**config.mk**
```make
export PLATFORM = sky130hd
export DESIGN_NAME = pipeline_ctrl_flat
export DESIGN_NICKNAME = d
export VERILOG_FILES = /design/src/rtl/pipeline_ctrl_pkg.sv /design/src/rtl/pipeline_ctrl_if.sv /design/src/rtl/pipeline_ctrl_hazard_detect.sv /design/src/rtl/pipeline_ctrl.sv /design/src/flat_wrapper.sv
export SDC_FILE = /design/constraint.sdc
export NUM_CORES = 1
export LEC_CHECK = 0
export ABC_AREA = 0
export CAP_MARGIN = 20
export CORE_MARGIN = 5
export CORE_UTILIZATION = 37
export DETAILED_ROUTE_END_ITERATION = 12
export PLACE_DENSITY = 0.82
export SKIP_LAST_GASP = 1
export SLEW_MARGIN = 20
export SYNTH_ARGS = -nofsm -noshare
export SYNTH_HDL_FRONTEND = slang
export SYNTH_HIERARCHICAL = 1
export SYNTH_SLANG_ARGS = --single-unit
```
**constraint.sdc**
```tcl
create_clock -name clock -period 1.6 [get_ports clock]
set_clock_uncertainty 0.05 [all_clocks]
set_input_delay 0.32 -clock clock [delete_from_list [all_inputs] [get_ports clock]]
set_output_delay 0.32 -clock clock [all_outputs]
set_load 0.01 [all_outputs]
```
**src/rtl/pipeline_ctrl_pkg.sv**
```systemverilog
// Shared encodings for the pipeline sequencing controller: FSM states and the
// NOP control word loaded into ID/EX on a bubble.
package pipe_ctrl_pkg;

    typedef enum logic [1:0] {
        ST_RUN   = 2'd0,
        ST_FLUSH = 2'd1,
        ST_MULTI = 2'd2,
        ST_HALT  = 2'd3
    } state_e;

    localparam int CTRL_W = 8;
    localparam logic [CTRL_W-1:0] NOP_CTRL = '0;

endpackage

```
**src/rtl/pipeline_ctrl_if.sv**
```systemverilog
// Pipeline-facing signals of the sequencing controller: ID/EX status in,
// register enables and squash controls out.
interface pipeline_ctrl_if #(
    parameter int REG_ADDR_W = 3
);
    logic                  id_valid;
    logic [REG_ADDR_W-1:0] id_rs_addr;
    logic [REG_ADDR_W-1:0] id_rt_addr;
    logic                  id_rs_used;
    logic                  id_rt_used;
    logic                  id_multi;
    logic                  ex_valid;
    logic                  ex_load;
    logic                  ex_wr_en;
    logic [REG_ADDR_W-1:0] ex_rd_addr;
    logic                  ex_branch_taken;
    logic                  halt_req;
    logic                  pc_en;
    logic                  ifid_en;
    logic                  idex_en;
    logic                  idex_bubble;
    logic                  ifid_flush;
    logic                  busy;
    logic [1:0]            state_o;

    // master: the controller; slave: the pipeline datapath it sequences
    modport master (
        input  id_valid, id_rs_addr, id_rt_addr, id_rs_used, id_rt_used, id_multi,
               ex_valid, ex_load, ex_wr_en, ex_rd_addr, ex_branch_taken, halt_req,
        output pc_en, ifid_en, idex_en, idex_bubble, ifid_flush, busy, state_o
    );

    modport slave (
        output id_valid, id_rs_addr, id_rt_addr, id_rs_used, id_rt_used, id_multi,
               ex_valid, ex_load, ex_wr_en, ex_rd_addr, ex_branch_taken, halt_req,
        input  pc_en, ifid_en, idex_en, idex_bubble, ifid_flush, busy, state_o
    );

endinterface

```
**src/rtl/pipeline_ctrl_hazard_detect.sv**
```systemverilog
// Combinational load-use comparator: an ID source matches the destination of
// a load still sitting in EX.
module hazard_detect #(
    parameter int REG_ADDR_W = 3
) (
    input  logic                  id_valid,
    input  logic [REG_ADDR_W-1:0] id_rs_addr,
    input  logic [REG_ADDR_W-1:0] id_rt_addr,
    input  logic                  id_rs_used,
    input  logic                  id_rt_used,
    input  logic                  ex_valid,
    input  logic                  ex_load,
    input  logic                  ex_wr_en,
    input  logic [REG_ADDR_W-1:0] ex_rd_addr,
    output logic                  load_use
);

    logic rs_hit, rt_hit;

    assign rs_hit   = id_rs_used && (id_rs_addr == ex_rd_addr);
    assign rt_hit   = id_rt_used && (id_rt_addr == ex_rd_addr);
    assign load_use = id_valid && ex_valid && ex_load && ex_wr_en && (rs_hit || rt_hit);

endmodule

```
**src/rtl/pipeline_ctrl.sv**
```systemverilog
// Pipeline sequencing controller: owns PC / IF/ID / ID/EX advance, handling
// taken-branch flushes, load-use stalls, multi-cycle EX ops and halts.
module pipeline_ctrl
    import pipe_ctrl_pkg::*;
#(
    parameter int REG_ADDR_W  = 3,
    parameter int MULTI_LAT   = 4,
    parameter int FLUSH_DEPTH = 2
) (
    input  logic           clock,
    input  logic           reset,
    pipeline_ctrl_if.master pif
);

    // Counters load "remaining cycles minus one" so cnt==0 marks the last cycle
    localparam logic [3:0] FLUSH_INIT = 4'((FLUSH_DEPTH > 1) ? FLUSH_DEPTH - 2 : 0);
    localparam logic [3:0] MULTI_INIT = 4'(MULTI_LAT - 2);

    state_e     state;
    logic [3:0] cnt;
    logic       load_use;

    hazard_detect #(.REG_ADDR_W(REG_ADDR_W)) u_hazard (
        .id_valid   (pif.id_valid),
        .id_rs_addr (pif.id_rs_addr),
        .id_rt_addr (pif.id_rt_addr),
        .id_rs_used (pif.id_rs_used),
        .id_rt_used (pif.id_rt_used),
        .ex_valid   (pif.ex_valid),
        .ex_load    (pif.ex_load),
        .ex_wr_en   (pif.ex_wr_en),
        .ex_rd_addr (pif.ex_rd_addr),
        .load_use   (load_use)
    );

    always_ff @(posedge clock or negedge reset) begin
        if (!reset) begin
            state <= ST_RUN;
            cnt   <= '0;
        end else begin
            case (state)
                ST_RUN: begin
                    if (pif.ex_branch_taken) begin
                        if (FLUSH_DEPTH > 1) begin
                            state <= ST_FLUSH;
                            cnt   <= FLUSH_INIT;
                        end
                    end else if (pif.halt_req) begin
                        state <= ST_HALT;
                    end else if (!load_use && pif.id_valid && pif.id_multi) begin
                        state <= ST_MULTI;
                        cnt   <= MULTI_INIT;
                    end
                end
                ST_FLUSH, ST_MULTI: begin
                    if (cnt == '0) state <= ST_RUN;
                    else           cnt   <= cnt - 4'd1;
                end
                ST_HALT: begin
                    if (!pif.halt_req) state <= ST_RUN;
                end
                default: state <= ST_RUN;
            endcase
        end
    end

    // Outputs are held at 0 for the whole time reset is low
    always_comb begin
        pif.pc_en       = 1'b0;
        pif.ifid_en     = 1'b0;
        pif.idex_en     = 1'b0;
        pif.idex_bubble = 1'b0;
        pif.ifid_flush  = 1'b0;
        pif.busy        = 1'b0;
        pif.state_o     = 2'd0;
        if (reset) begin
            pif.busy    = (state != ST_RUN);
            pif.state_o = state;
            case (state)
                ST_RUN: begin
                    if (pif.ex_branch_taken) begin
                        pif.pc_en       = 1'b1;
                        pif.ifid_en     = 1'b1;
                        pif.idex_en     = 1'b1;
                        pif.idex_bubble = 1'b1;
                        pif.ifid_flush  = 1'b1;
                    end else if (pif.halt_req) begin
                        pif.pc_en = 1'b0;
                    end else if (load_use) begin
                        pif.idex_en     = 1'b1;
                        pif.idex_bubble = 1'b1;
                    end else begin
                        pif.pc_en   = 1'b1;
                        pif.ifid_en = 1'b1;
                        pif.idex_en = 1'b1;
                    end
                end
                ST_FLUSH: begin
                    pif.pc_en       = 1'b1;
                    pif.ifid_en     = 1'b1;
                    pif.idex_en     = 1'b1;
                    pif.idex_bubble = 1'b1;
                    pif.ifid_flush  = 1'b1;
                end
                default: pif.pc_en = 1'b0;
            endcase
        end
    end

endmodule

```
**src/flat_wrapper.sv**
```systemverilog
// flat-port wrapper written by rule: the top's interface ports become plain ports
module pipeline_ctrl_flat import pipe_ctrl_pkg::*;
#(
    parameter int REG_ADDR_W  = 3,
    parameter int MULTI_LAT   = 4,
    parameter int FLUSH_DEPTH = 2
)
  (clock, reset, pif_id_valid, pif_id_rs_addr, pif_id_rt_addr, pif_id_rs_used, pif_id_rt_used, pif_id_multi, pif_ex_valid, pif_ex_load, pif_ex_wr_en, pif_ex_rd_addr, pif_ex_branch_taken, pif_halt_req, pif_pc_en, pif_ifid_en, pif_idex_en, pif_idex_bubble, pif_ifid_flush, pif_busy, pif_state_o);
  pipeline_ctrl_if #(.REG_ADDR_W(REG_ADDR_W)) pif_i ();
  input  logic clock;
  input  logic reset;
  input wire logic [$bits(pif_i.id_valid)-1:0] pif_id_valid;
  input wire logic [$bits(pif_i.id_rs_addr)-1:0] pif_id_rs_addr;
  input wire logic [$bits(pif_i.id_rt_addr)-1:0] pif_id_rt_addr;
  input wire logic [$bits(pif_i.id_rs_used)-1:0] pif_id_rs_used;
  input wire logic [$bits(pif_i.id_rt_used)-1:0] pif_id_rt_used;
  input wire logic [$bits(pif_i.id_multi)-1:0] pif_id_multi;
  input wire logic [$bits(pif_i.ex_valid)-1:0] pif_ex_valid;
  input wire logic [$bits(pif_i.ex_load)-1:0] pif_ex_load;
  input wire logic [$bits(pif_i.ex_wr_en)-1:0] pif_ex_wr_en;
  input wire logic [$bits(pif_i.ex_rd_addr)-1:0] pif_ex_rd_addr;
  input wire logic [$bits(pif_i.ex_branch_taken)-1:0] pif_ex_branch_taken;
  input wire logic [$bits(pif_i.halt_req)-1:0] pif_halt_req;
  output wire logic [$bits(pif_i.pc_en)-1:0] pif_pc_en;
  output wire logic [$bits(pif_i.ifid_en)-1:0] pif_ifid_en;
  output wire logic [$bits(pif_i.idex_en)-1:0] pif_idex_en;
  output wire logic [$bits(pif_i.idex_bubble)-1:0] pif_idex_bubble;
  output wire logic [$bits(pif_i.ifid_flush)-1:0] pif_ifid_flush;
  output wire logic [$bits(pif_i.busy)-1:0] pif_busy;
  output wire logic [$bits(pif_i.state_o)-1:0] pif_state_o;
  assign pif_i.id_valid = pif_id_valid;
  assign pif_i.id_rs_addr = pif_id_rs_addr;
  assign pif_i.id_rt_addr = pif_id_rt_addr;
  assign pif_i.id_rs_used = pif_id_rs_used;
  assign pif_i.id_rt_used = pif_id_rt_used;
  assign pif_i.id_multi = pif_id_multi;
  assign pif_i.ex_valid = pif_ex_valid;
  assign pif_i.ex_load = pif_ex_load;
  assign pif_i.ex_wr_en = pif_ex_wr_en;
  assign pif_i.ex_rd_addr = pif_ex_rd_addr;
  assign pif_i.ex_branch_taken = pif_ex_branch_taken;
  assign pif_i.halt_req = pif_halt_req;
  assign pif_pc_en = pif_i.pc_en;
  assign pif_ifid_en = pif_i.ifid_en;
  assign pif_idex_en = pif_i.idex_en;
  assign pif_idex_bubble = pif_i.idex_bubble;
  assign pif_ifid_flush = pif_i.ifid_flush;
  assign pif_busy = pif_i.busy;
  assign pif_state_o = pif_i.state_o;
  pipeline_ctrl #(.REG_ADDR_W(REG_ADDR_W), .MULTI_LAT(MULTI_LAT), .FLUSH_DEPTH(FLUSH_DEPTH)) u_core (.clock(clock), .reset(reset), .pif(pif_i));
endmodule
```
==> impl_metrics.yaml, run 1 <==
placed_design:
  port_buffers: 27
  dp_hpwl_mm: 1.43
  gp_congestion: 0.737
  dp.cells: 127
logic_synthesis:
  synth-seq-cells: 6
  synthesis.nets: 95
  ys_async_sr_fraction_pct: 100
  syn_inst: 70
  post_synth.cell_area_avg_sq_um: 9.06
  synth_cell_type_count: 28
  ys_seq_area_share_pct: 23.7
  ys.flop_type: "dfrtp_1"
  synth_area_sq_um: 634
  synth_edf_count: 0
  ys_warn_count: 6
min_path:
  hold_class: "in2async"
global_routing:
  grt_busiest_layer: "met2"
  grt_use_met1_pct: 21.6
  met2_usage_pct: 28.8
  grt_pass1_wl_mm: 3.53
  grt_max_degree: 9
  overflow: 0
  gr-usage-met3_pct: 3.50
  grt_pass1_vias: 783
  grt_use_total_pct: 17.9
  antenna_found_initial: 0
route:
  drt_drc_violations_left: 0
  post_drt_wl_per_cell_um: 16.7
  ant_nets: 0
  wl_mm: 2.33
  first_iter_violations: 11
  vias: 756
  routed_via_density: 5.44
  firstDrtPassIters: 4
setup_path:
  required_ns: 1.23
  critPathMaxFanout: 3
  crit_path_cell_trace: "buf_6 > xnor2_1 > nand4_1 > a21oi_2 > and2b_2 > o21a_1 > o21a_1 > buf_2"
  r2r_start: "u_core/state[1]"
  r2r_slack_ns: -0.01
  cpLargestDelayFamily: "compound AO/OA/AOI/OAI gates"
  cp-end-kind: "output port"
  cp-start-kind: "input port"
  reg2reg_depth: 7
  r2r-end: "u_core/cnt[0]"
  critical_path.slowest_cell: "a21oi_2"
  critPathBufInv: 2
  cp_data_arrival_time_ns: 1.40
  crit_type: "in2out"
  cp_slowest_stage_delay_ns: 0.20
  cp_common_cell: "o21a_1"
timing:
  slew_viol_final: 0
  max_slew.worst_pin.slew_ns: 0.372
  finalSetupViolations: 9
  layout_setup_ws_ns: -0.173
  min_period_ns: 1.77
  maxSlewHeadroom_pct: 75.2
  hold_slack_ns: 0.122
  min_period_over_period_pct: 111
  max_freq_mhz: 564
  hold_violations: 0
  rsz0062_at_grt: "yes"
finish:
  final_common_cell: "buf_4"
  final_nets: 149
  stdcell_count: 139
  drive_above_1_share_pct: 54.9
  syn_to_final_growth_pct: 92.3
  final_cell_mix: "17 x buf_4, 11 x buf_2, 9 x buf_6, 8 x dlygate4sd2_1, 6 x dfrtp_1"
  antennaDiodeCount: 0
outcome:
  status: "finished with violations"
  violations: "negative setup slack"
power:
  p_per_area_nw_per_um2: 1890
  ir_drop_v: 0.00110
  power.leakage_uw: 0.000563
floorplan:
  io_pins: 28
  coreArea_sq_um: 1670
  dieArea_sq_um: 2640
  initial_utilization_pct: 38.0
  die_h_um: 51.4
  rows: 15
  floorplan.die.width_um: 51.4
cts:
  cts.sinks: 6
  hold_buffers: 0
  cts_tree: "built"
  h-tree-depth: 1
  cts_inserted_buffers: 3
  cts_root_buf: "clkbuf_4"
  insertion_delay_ns: 0.24
  cts_buffer_depth: 2
  path_clk_slew_ns: 0.05
run:
  maxCapViolations: 0
[cell type report]
type	instances	area, sq um
timing repair buffer	51	425
tap	17	21.3
sequential	6	150
multi-input combinational	55	574
inverter	7	26.3
clock buffer	3	22.5
fill	109	450
[logic make-up after synthesis]
family	after synthesis	synth area share (%)
fa+ha+maj	5	9.86
mux	2	3.16
buf+inv	9	6.11
xor+xnor	6	8.28
flops	6	23.7
simple gates	26	27.2
compound gates	16	21.7
[layer usage]
metal | share of wire (%) | wire length (um)
met5 | 0 | 0
met3 | 7.8 | 182
met1 | 40 | 927
met2 | 50 | 1170
met4 | 1.9 | 45
[power breakdown]
part	internal, uW	switching (uW)	leakage (uW)	total, uW
combinational	1020	856	0.000474	1880
clock	84.5	49.2	0.0000138	134
sequential	229	62.9	0.0000756	292
total	1330	968	0.000563	2300
[cell usage after synthesis (3+ instances only)]
cell type | number | share of area (%)
dfrtp_1 | 6 | 24
nor2b_1 | 5 | 4.9
ha_1 | 5 | 9.9
o221ai_1 | 3 | 4.1
xnor2_1 | 6 | 8.3
inv_1 | 7 | 4.1
nand4_1 | 5 | 4.9
nand2_1 | 6 | 3.6
[through the flow]
step | power (uW) | util [%] | TNS, ns | instance area, sq um | setup WS, ns
5_1_grt | 2490 | 73.0 | -1.47 | 1220 | -0.270
6_report | 2300 | 73.0 | -0.683 | 1220 | -0.173
4_1_cts | 1900 | 65.5 | -0.548 | 1090 | -0.180
3_5_place_dp | 1570 | 61.4 | -8.53 | 1030 | -1.02
3_3_place_gp | 1530 | 61.4 | -7.89 | 1030 | -0.947
2_1_floorplan | 1060 | - | 0 | 637 | 0.00326
[worst max-delay path by stage]
stage	from	endpoint	cells after the start
final	pif_ex_rd_addr[2]	pif_idex_bubble	8
after global placement	pif_ex_rd_addr[0]	pif_idex_bubble	8
after global routing	pif_ex_rd_addr[2]	pif_idex_bubble	8
after detailed placement	pif_ex_rd_addr[0]	pif_idex_bubble	8
after floorplan	pif_ex_rd_addr[0]	pif_pc_en	7
after CTS	pif_ex_rd_addr[0]	pif_idex_bubble	8
[sequential cells by signal, indices dropped and copies added (netlist names)]
register      cells
u_core/state      2
u_core/cnt        4
[repair_timing]
action / CTS / global route
setup endpoints to repair: 14 / 12
pin swaps: 20 / 11
buffers inserted: 3 / 5
resized for setup: 94 / 21
gates cloned: 1 / 0
Power figures use the tool's default switching activity.
==> run 2, diff against run 1 <==
--- a/config.mk
+++ b/config.mk
@@ -10,6 +10,7 @@
 export CORE_MARGIN = 5
 export CORE_UTILIZATION = 37
 export DETAILED_ROUTE_END_ITERATION = 12
+export HOLD_SLACK_MARGIN = 0.02
 export PLACE_DENSITY = 0.82
 export SKIP_LAST_GASP = 1
 export SLEW_MARGIN = 20
==> results of run 2 <==
The final DEF is identical to that of run 1; final timing and power are the same.
==> RTL edit: new RTL, config.mk and constraints of run 1 <==
Reset style: synchronous (`reset`), changed in one clocked block.
--- a/src/rtl/pipeline_ctrl.sv
+++ b/src/rtl/pipeline_ctrl.sv
@@ -35,3 +35,3 @@
 
-    always_ff @(posedge clock or negedge reset) begin
+    always_ff @(posedge clock) begin
         if (!reset) begin
Behaviour: same outputs for any inputs over 10 cycles, from zero or initial values and one cycle with reset low; that may be too few to reach the edited logic, so the function may still have changed.
==> RTL edit against run 1 <==
- the flow still finishes with violations (setup timing)
- register-to-register slack worse by 0.19 ns
- sequential power is 11% lower
- power is 22% lower
- worst setup slack worse by 0.054 ns
- area after synthesis is 3.6% lower
- combinational power is 26% lower
- sequential cell count stayed put
- wire length is 8.8% lower
- synthesized cell count is 7.1% higher
- cell area is 1.5% lower
==> RTL edit: results (changes against run 1) <==
[synth]
synthMuxAreaShare_pct = 4.91  ; +1.8 points
synthAdderAreaFrac_pct = 12.3  ; +2.4 points
ys_dominant_reg_cell = dfxtp_1
ys_types = 30  ; +7.1%
synthArstFlopShare_pct = 0  ; -100 points
synth_area_leaders = dfxtp_1, ha_1, xnor2_1
yosysMostFrequentCell = nand2_1
synth-compound-area-share_pct = 21.5  ; -0.22 points
syn_nets = 101  ; +6.3%
yosysSeqAreaShare_pct = 19.6  ; -4.0 points
synthXorXnorAreaFrac_pct = 8.59  ; +0.30 points

[global_routing]
use_met1_pct = 16.5  ; -5.1 points
grt_pass1_wl_microns = 3260  ; -7.6%
grtUsageMet3_pct = 4.14  ; +0.64 points
grt_usage_pct = 15.9  ; -2.0 points
grtUsageMet2_pct = 32.0  ; +3.2 points

[worst_hold_path]
hp-class = register to register

[final_layout]
fillers = 99  ; -9.2%
nNetsFinal = 152  ; +2.0%

[setup_path]
r2r_end = u_core/cnt[2]
reg2reg_from = u_core/state[1]
cp_max_fo = 2  ; -1
worstPathArrival_ns = 1.95  ; +0.55 ns
cpPeakStageDelay_ns = 0.51  ; +0.31 ns
crit_family = simple AND/OR/NAND/NOR gates

[timing]
slew_headroom_pct = 78.4  ; +3.2 points
worst_slack_ns = -0.227  ; -0.0545 ns
finalSetupTns_ns = -1.41  ; -0.726 ns
setup_viol = 12  ; +3

[placement]
dp_hpwl_microns = 1490  ; +3.8%
dpl-instance-area_sq_um = 1020  ; -0.98%
gp_routability_congestion = 0.773  ; +4.8%

[route]
num_vias = 747  ; -1.2%
wl_met1_microns = 810  ; -13%
wl_microns = 2120  ; -8.8%

[outcome]
violations = setup timing
outcome = finished, violations left

[pwr]
p_comb_share_pct = 77.8  ; -3.7 points
peakVddDrop_mv = 1.06  ; -3.7%
p_leak_nw = 0.570  ; +1.2%
clkPwrFrac_pct = 7.6  ; +1.8 points

## RTL edit: cell count changes after synthesis, sizes merged, moves of 2 or more
cell,delta
dfxtp,+6
nand4,-2
o221ai,-3
dfrtp,-6
and2,-2
nor2,-2
o211ai,+2
o31ai,+2
a21boi,+3
nand2,+3
## RTL edit: repair_timing
| item | 4_1_cts | 5_1_grt |
|---|---|---|
| hold buffers | 0 | 0 |
| pin swaps | 19 | 11 |
| setup buffers | 4 | 1 |
| setup endpoints to repair | 14 | 12 |
| hold endpoints to repair | 0 | 0 |
| resized for setup | 108 | 11 |
## RTL edit: final cells by class
type / instances / area [sq um] / area share [%]
sequential: 6 / 123 / 10.2
clock buffer: 3 / 22.5 / 1.88
inverter: 8 / 30.0 / 2.50
multi-input combinational: 59 / 572 / 47.6
tap: 16 / 20.0 / 1.67
timing repair buffer: 48 / 434 / 36.1
## RTL edit: worst max-delay path by stage
stage | startpoint | end | slack (ns)
floorplan | pif_id_rt_addr[0] | u_core/cnt[2] | -0.11
global placement | pif_ex_rd_addr[0] | pif_idex_bubble | -1.01
detailed placement | pif_ex_rd_addr[0] | pif_idex_bubble | -1.06
CTS | pif_ex_rd_addr[1] | pif_idex_bubble | -0.24
global route | pif_id_rt_addr[2] | pif_idex_bubble | -0.34
finish | pif_id_valid | u_core/cnt[2] | -0.23
## RTL edit: metrics by stage
stage | power (W) | utilization, % | worst slack (ns) | cells | hold WS [ns]
3_3_place_gp | 0.00128 | 65.9 | -1.01 | 132 | 0.425
3_5_place_dp | 0.00132 | 65.9 | -1.06 | 132 | 0.434
6_report | 0.00179 | 77.9 | -0.227 | 140 | 0.436
4_1_cts | 0.00164 | 73.6 | -0.236 | 139 | 0.441
2_1_floorplan | 0.000813 | - | -0.108 | 75 | 0.402
5_1_grt | 0.00193 | 77.9 | -0.337 | 140 | 0.478
